`src/rtl/contador_3bits_sd_if.sv`:
```
// Step-request / counter-display bundle between the divider-side controller
// and the 3-bit display counter.
interface contador_3bits_sd_if;
  logic       tick_in;
  logic       enable;
  logic       up_down;
  logic       load;
  logic [2:0] load_val;
  logic [2:0] count;
  logic       wrap;
  logic [6:0] seg;

  modport master (
    output tick_in, enable, up_down, load, load_val,
    input  count, wrap, seg
  );

  modport slave (
    input  tick_in, enable, up_down, load, load_val,
    output count, wrap, seg
  );
endinterface

```
`src/rtl/contador_3bits_sd.sv`:
```
// 3-bit up/down wrap counter stepped by rising edges of the divider output,
// fully on the system clock, with synchronous load and 7-segment decode.
module contador_3bits_sd #(
  parameter int unsigned MAX            = 7,
  parameter bit          SEG_ACTIVE_LOW = 1'b1
) (
  input  logic                clock,
  input  logic                reset,
  contador_3bits_sd_if.slave  bus
);

  localparam logic [2:0] MAX_V = 3'(MAX);

  logic       s1, s2, s3;
  logic [2:0] primed;
  logic       step;
  logic [2:0] count_q;
  logic       wrap_q;
  logic [6:0] seg_ah;

  // primed[2] marks s3 as holding a real sample, so a tick_in already high
  // at reset release is not mistaken for a rising edge.
  always_ff @(posedge clock or negedge reset) begin
    if (!reset) begin
      s1     <= 1'b0;
      s2     <= 1'b0;
      s3     <= 1'b0;
      primed <= '0;
    end else begin
      s1     <= bus.tick_in;
      s2     <= s1;
      s3     <= s2;
      primed <= {primed[1:0], 1'b1};
    end
  end

  assign step = s2 & ~s3 & primed[2];

  always_ff @(posedge clock or negedge reset) begin
    if (!reset) begin
      count_q <= '0;
      wrap_q  <= 1'b0;
    end else begin
      wrap_q <= 1'b0;
      if (bus.load) begin
        count_q <= (bus.load_val > MAX_V) ? MAX_V : bus.load_val;
      end else if (step && bus.enable) begin
        if (bus.up_down) begin
          if (count_q >= MAX_V) begin
            count_q <= '0;
            wrap_q  <= (count_q == MAX_V);
          end else begin
            count_q <= count_q + 3'd1;
          end
        end else begin
          if (count_q == 3'd0) begin
            count_q <= MAX_V;
            wrap_q  <= 1'b1;
          end else if (count_q > MAX_V) begin
            count_q <= MAX_V;
          end else begin
            count_q <= count_q - 3'd1;
          end
        end
      end
    end
  end

  always_comb begin
    seg_ah = '0;
    case (count_q)
      3'd0: seg_ah = 7'h3F;
      3'd1: seg_ah = 7'h06;
      3'd2: seg_ah = 7'h5B;
      3'd3: seg_ah = 7'h4F;
      3'd4: seg_ah = 7'h66;
      3'd5: seg_ah = 7'h6D;
      3'd6: seg_ah = 7'h7D;
      3'd7: seg_ah = 7'h07;
      default: seg_ah = '0;
    endcase
  end

  assign bus.count = count_q;
  assign bus.wrap  = wrap_q;
  assign bus.seg   = seg_ah ^ {7{SEG_ACTIVE_LOW}};

endmodule

```
`src/flat_wrapper.sv`:
```
// flat-port wrapper written by rule: the top's interface ports become plain ports
module contador_3bits_sd_flat 
#(
  parameter int unsigned MAX            = 7,
  parameter bit          SEG_ACTIVE_LOW = 1'b1
)
  (clock, reset, bus_tick_in, bus_enable, bus_up_down, bus_load, bus_load_val, bus_count, bus_wrap, bus_seg);
  contador_3bits_sd_if bus_i ();
  input  logic clock;
  input  logic reset;
  input wire logic [$bits(bus_i.tick_in)-1:0] bus_tick_in;
  input wire logic [$bits(bus_i.enable)-1:0] bus_enable;
  input wire logic [$bits(bus_i.up_down)-1:0] bus_up_down;
  input wire logic [$bits(bus_i.load)-1:0] bus_load;
  input wire logic [$bits(bus_i.load_val)-1:0] bus_load_val;
  output wire logic [$bits(bus_i.count)-1:0] bus_count;
  output wire logic [$bits(bus_i.wrap)-1:0] bus_wrap;
  output wire logic [$bits(bus_i.seg)-1:0] bus_seg;
  assign bus_i.tick_in = bus_tick_in;
  assign bus_i.enable = bus_enable;
  assign bus_i.up_down = bus_up_down;
  assign bus_i.load = bus_load;
  assign bus_i.load_val = bus_load_val;
  assign bus_count = bus_i.count;
  assign bus_wrap = bus_i.wrap;
  assign bus_seg = bus_i.seg;
  contador_3bits_sd #(.MAX(MAX), .SEG_ACTIVE_LOW(SEG_ACTIVE_LOW)) u_core (.clock(clock), .reset(reset), .bus(bus_i));
endmodule
```
`config.mk`:
```
export PLATFORM = sky130hd
export DESIGN_NAME = contador_3bits_sd_flat
export DESIGN_NICKNAME = d
export VERILOG_FILES = /design/src/rtl/contador_3bits_sd_if.sv /design/src/rtl/contador_3bits_sd.sv /design/src/flat_wrapper.sv
export SDC_FILE = /design/constraint.sdc
export NUM_CORES = 1
export LEC_CHECK = 0
export BUFFER_PORTS_ARGS = -buffer_cell sky130_fd_sc_hd__buf_4
export CAP_MARGIN = 20
export CORE_AREA = 2 2 52 54
export CTS_BUF_LIST = sky130_fd_sc_hd__clkbuf_2 sky130_fd_sc_hd__clkbuf_4 sky130_fd_sc_hd__clkbuf_8
export DETAILED_ROUTE_END_ITERATION = 6
export DIE_AREA = 0 0 54 56
export PLACE_DENSITY = 0.49
export SKIP_CTS_REPAIR_TIMING = 1
export SLEW_MARGIN = 25
export SYNTH_ARGS = -nofsm -noshare
export SYNTH_HDL_FRONTEND = slang
export SYNTH_SLANG_ARGS = --single-unit
```
`constraint.sdc`:
```
create_clock -name clock -period 4.9 [get_ports clock]
set_clock_uncertainty 0.2 [all_clocks]
set_input_delay 0.49 -clock clock [delete_from_list [all_inputs] [get_ports clock]]
set_output_delay 0.49 -clock clock [all_outputs]
set_load 0.1 [all_outputs]
```
### Word level (Yosys, flattened, before mapping)

Memories as Yosys holds them, arrays and structs flattened.
Cells that the tools add are included.

* register bits after elaboration: 10
* memory bits (read-only): 56
* bits of input ports: 9
* output and inout port bits: 11
* logic and storage cells: 32
* memories: 1

Memories
* (no name shown): depth 8, bits a word 7, rd ports 1, clocked after memory_dff 0, write ports 0, RTL line contador_3bits_sd.sv:71 `case (count_q)`

* add/subtract/negate cells: 2
* order comparisons: 3
* equal/unequal tests: 1
* mux-type cells: 12
* bitwise operators: 4
* reductions and logical operators: 3

Operators with widths (count)
* $mux 3: 7
* $not 7->7: 1
* $gt 3x3->1 const B: 2
* $mux 1: 5
* $add 3x1->3 const B: 1
* $eq 3x3->1 const B: 1
* $ge 3x3->1 const B: 1
* $logic_not 3->1: 1
* $sub 3x1->3 const B: 1
* $and 1x1->1: 2
* $reduce_bool 2->1: 1
* $logic_and 1x1->1: 1
* $not 1->1: 1

### Depth between registers and ports, before layout

* depth in word-level cells: 6
* gate-level depth with buffers: 5
* mapped depth without buffers: 5

### Least setup slack after synthesis

OpenSTA, ideal clock, no wires.

* path type: register -> output
* from: register u_core.count_q[0], in the netlist u_core.bus.count[0]
* to: output port bus_seg[5]
* data arrival time: 3.690 ns
* data required time: 4.210 ns
* slack: 0.520 ns
* stages on the path, launching flop included: 4
* path buffers: 0
* path through: dfrtp_1 inv_1 ha_1 o21ai_0

* word-level cells in the longest chain between the ends: 2

RTL lines
* start, declared: RTL line contador_3bits_sd.sv:17 `logic [2:0] count_q;`
* start signal, assigned: RTL line contador_3bits_sd.sv:46 `count_q <= (bus.load_val > MAX_V) ? MAX_V : bus.load_val;`
* start signal, assigned: RTL line contador_3bits_sd.sv:53 `count_q <= count_q + 3'd1;`
* start signal, assigned: RTL line contador_3bits_sd.sv:62 `count_q <= count_q - 3'd1;`
* $mem_v2 8x7
* $not 7->7 (no line)
* end, declared: RTL line flat_wrapper.sv:18 `output wire logic [$bits(bus_i.seg)-1:0] bus_seg;`

Every way passes these cells.

### Final worst setup path

* from: register u_core.count_q[0], in the netlist u_core.bus.count[0]
* to: output port bus_seg[3]

The elaborated chain is that of the path after synthesis.

==> metrics.md <==
| Metric | Value |
|---|---|
| Status | completed |
| Worst r2r src | u_core.bus.count[1]$_DFFE_PN0P_ |
| Fin area | 793 µm² |
| Startpoint types | register |
| Pin count of the biggest net entering global routing | 17 |
| Max Transition Viols Final | 0 |
| Setup Viol. Count Final | 0 |
| Area growth, synth to finish | 34.6% |
| Die Area | 3020 µm² |
| CP Class | register to output pin |
| WP data arrival | 1840 ps |
| Total CTS buffers | 3 |
| RSZ-0062 raised after global routing | false |
| Via count | 498 |
| Crit end category | output pin |
| Grt ovf | 0 |
| PD cells | 363 nW/µm² |
| Post-Syn Instances | 57 |
| Max FO, Critical Path | 8 |
| Unique masters post-synth | 28 |
| Post-Layout Cell Count | 108 |
| Clock slew at reported path FFs | 60 ps |
| DRC viols | 0 |
| Final net count | 97 |
| Hold path cells | 1 |
| Max rail drop VDD | 0.182 mV |
| Top_reg_cell synth | dfrtp_1 |
| Die W | 54 µm |
| Area post-placement | 761 µm² |
| Post-synth top area share | 42.5% |
| Die Y | 56 µm |
| Max incr delay on CP | 490 ps |
| Max H-tree Level | 1 |
| Final hold violations | 0 |
| #FFs+latches synth | 10 |
| CP max stage cell | dfrtp_1 |
| Detailed-route wire length | 1280 µm |
| Total Power | 0.288 mW |
| Final critical-path share of the clock period | 51.6% |
| DRT Pass-1 Iters | 4 |
| Crit path cell chain | inv_1, ha_1, and2_1, nor2_1, buf_4 |
| DR vias/cell | 4.61 |
| Mapped Area | 589 µm² |
| Detailed Place HPWL | 986 µm |
| Tot GR Track Use | 9.59% |
| Clock Path Buffers | 2 |
| First-pass GRT wire length | 2180 µm |
| Post-Place Cells | 104 |
| Antenna-violating nets left | 0 |
| Port Buffers | 19 |
| Syn nets | 74 |
| Min-Delay Endpoint | u_core.s1$_DFF_PN0_ |
| Reg2reg end | u_core.bus.count[2]$_DFFE_PN0P_ |
| Filler cells | 266 |
| Synth async-reset ratio | 100% |
| Vias in the first global route | 514 |
| R2r setup slk | 2960 ps |
| Synth cell count leaders | 10 x dfrtp_1, 8 x ha_1, 4 x nand2_1, 4 x nor2_1, 3 x inv_1 |
| Post-Syn Area per Cell | 10.3 µm² |
| MaxCap Viol Count | 0 |
| Fin crit period | 2530 ps |
| CTS tree | built |
| Setup_tns | 0 ps |
| Register Area | 250 µm² |
| Seq/Total Area, Yosys | 42.5% |
| Share of layout cells above drive strength 1 | 28.2% |
| Hold Path Class | primary input to register |
| Worst path required time | 4210 ps |
| Initial DRC count | 10 |
| Multi-input logic area | 319 µm² |
| Core area | 2430 µm² |
| Clock Latency Late Sink | 250 ps |
| Cell with the most instances after synthesis | dfrtp_1 |
| Pleak | 0.374 nW |
| Gpl congestion | 0.770 |
| Achievable Freq | 395 MHz |
| R2R depth | 5 |
| Synth warnings | 0 |
| Root Buffer | clkbuf_4 |
| Antenna violations before repair | 0 |
| Hold Startpoint | bus_tick_in |
| ANT cells | 0 |
| Number of synthesized flops with an enable pin | 0 |
| Area leader, netlist | dfrtp_1 |
| Synth area leaders | dfrtp_1 42%, ha_1 17%, a311oi_1 3.0% |
| Cell Rows | 18 |
| Initial Util | 24.2% |
| WL/cell | 11.8 µm |
| CTS Sinks | 10 |
| Num ports | 20 |
worst max-delay path, delay by kind of cell, from the launching register on:
family | cells | cell delay [ps]
AND/OR/NAND/NOR | 2 | 280
adder cells (fa/ha/maj) | 1 | 360
flip-flops | 1 | 490
buffers and inverters | 2 | 460
routing by layer:
layer	GRT usage (%)	part of all wire (%)
met1	11.5	43
met2	15.3	50
met3	1.08	6.7
met4	6.79	0
met5	0	0
placed cells by master, fill, tap and decap left out, drive strengths merged, types with 2 or more instances in the layout:
cell	n
a21oi	2
a311oi	2
buf	19
clkbuf	3
dfrtp	10
ha	8
inv	3
nand2	4
nor2	4
nor2b	2
o21ai	2
o31ai	2
cell type report:
type / instances / share of cell area [%]
Timing Repair Buffer: 20 / 19.2
Tap cell: 30 / 4.73
Sequential cell: 10 / 31.5
Multi-Input combinational cell: 42 / 40.2
Inverter: 3 / 1.42
Clock buffer: 3 / 2.84
stage by stage:
stage,setup slack [ps],hold WS (ps),util [%]
CTS,2340,-157,32.2
global placement,2680,122,31.3
detailed placement,2630,124,31.3
finish,2370,142,32.6
floorplan,520,-5.59,-
global route,2220,125,32.6
kinds of logic after synthesis:
family / synth area share (%)
AND/OR/NAND/NOR: 20.0
AO/OA/AOI/OAI: 14.7
flip-flops: 42.5
adder cells (fa/ha/maj): 17.0
buffers and inverters: 3.40
multiplexers: 1.91
other: 0.636
power by group:
part | total (mW) | internal, mW | switching, mW
Sequential | 0.0965 | 0.0876 | 0.00892
Clock | 0.0517 | 0.0281 | 0.0235
Combinational | 0.140 | 0.0323 | 0.107
state kept, by name (all words and copies together) (netlist names):
signal and cells:
u_core.s2 1, u_core.bus.count 3, u_core.s1 1, u_core.s3 1
u_core.bus.wrap 1, u_core.primed 3
worst max-delay path by stage:
stage	start	endpoint	slack [ps]	cells past startpoint
after floorplan	u_core.bus.count[0]$_DFFE_PN0P_	bus_seg[5]	520	3
after global placement	u_core.bus.count[0]$_DFFE_PN0P_	bus_seg[3]	2680	5
after detailed placement	u_core.bus.count[0]$_DFFE_PN0P_	bus_seg[3]	2630	5
after CTS	u_core.bus.count[1]$_DFFE_PN0P_	bus_seg[3]	2340	5
after global routing	u_core.bus.count[0]$_DFFE_PN0P_	bus_seg[3]	2220	5
final	u_core.bus.count[0]$_DFFE_PN0P_	bus_seg[3]	2370	5
No activity file was read; power rests on OpenSTA's default activity.
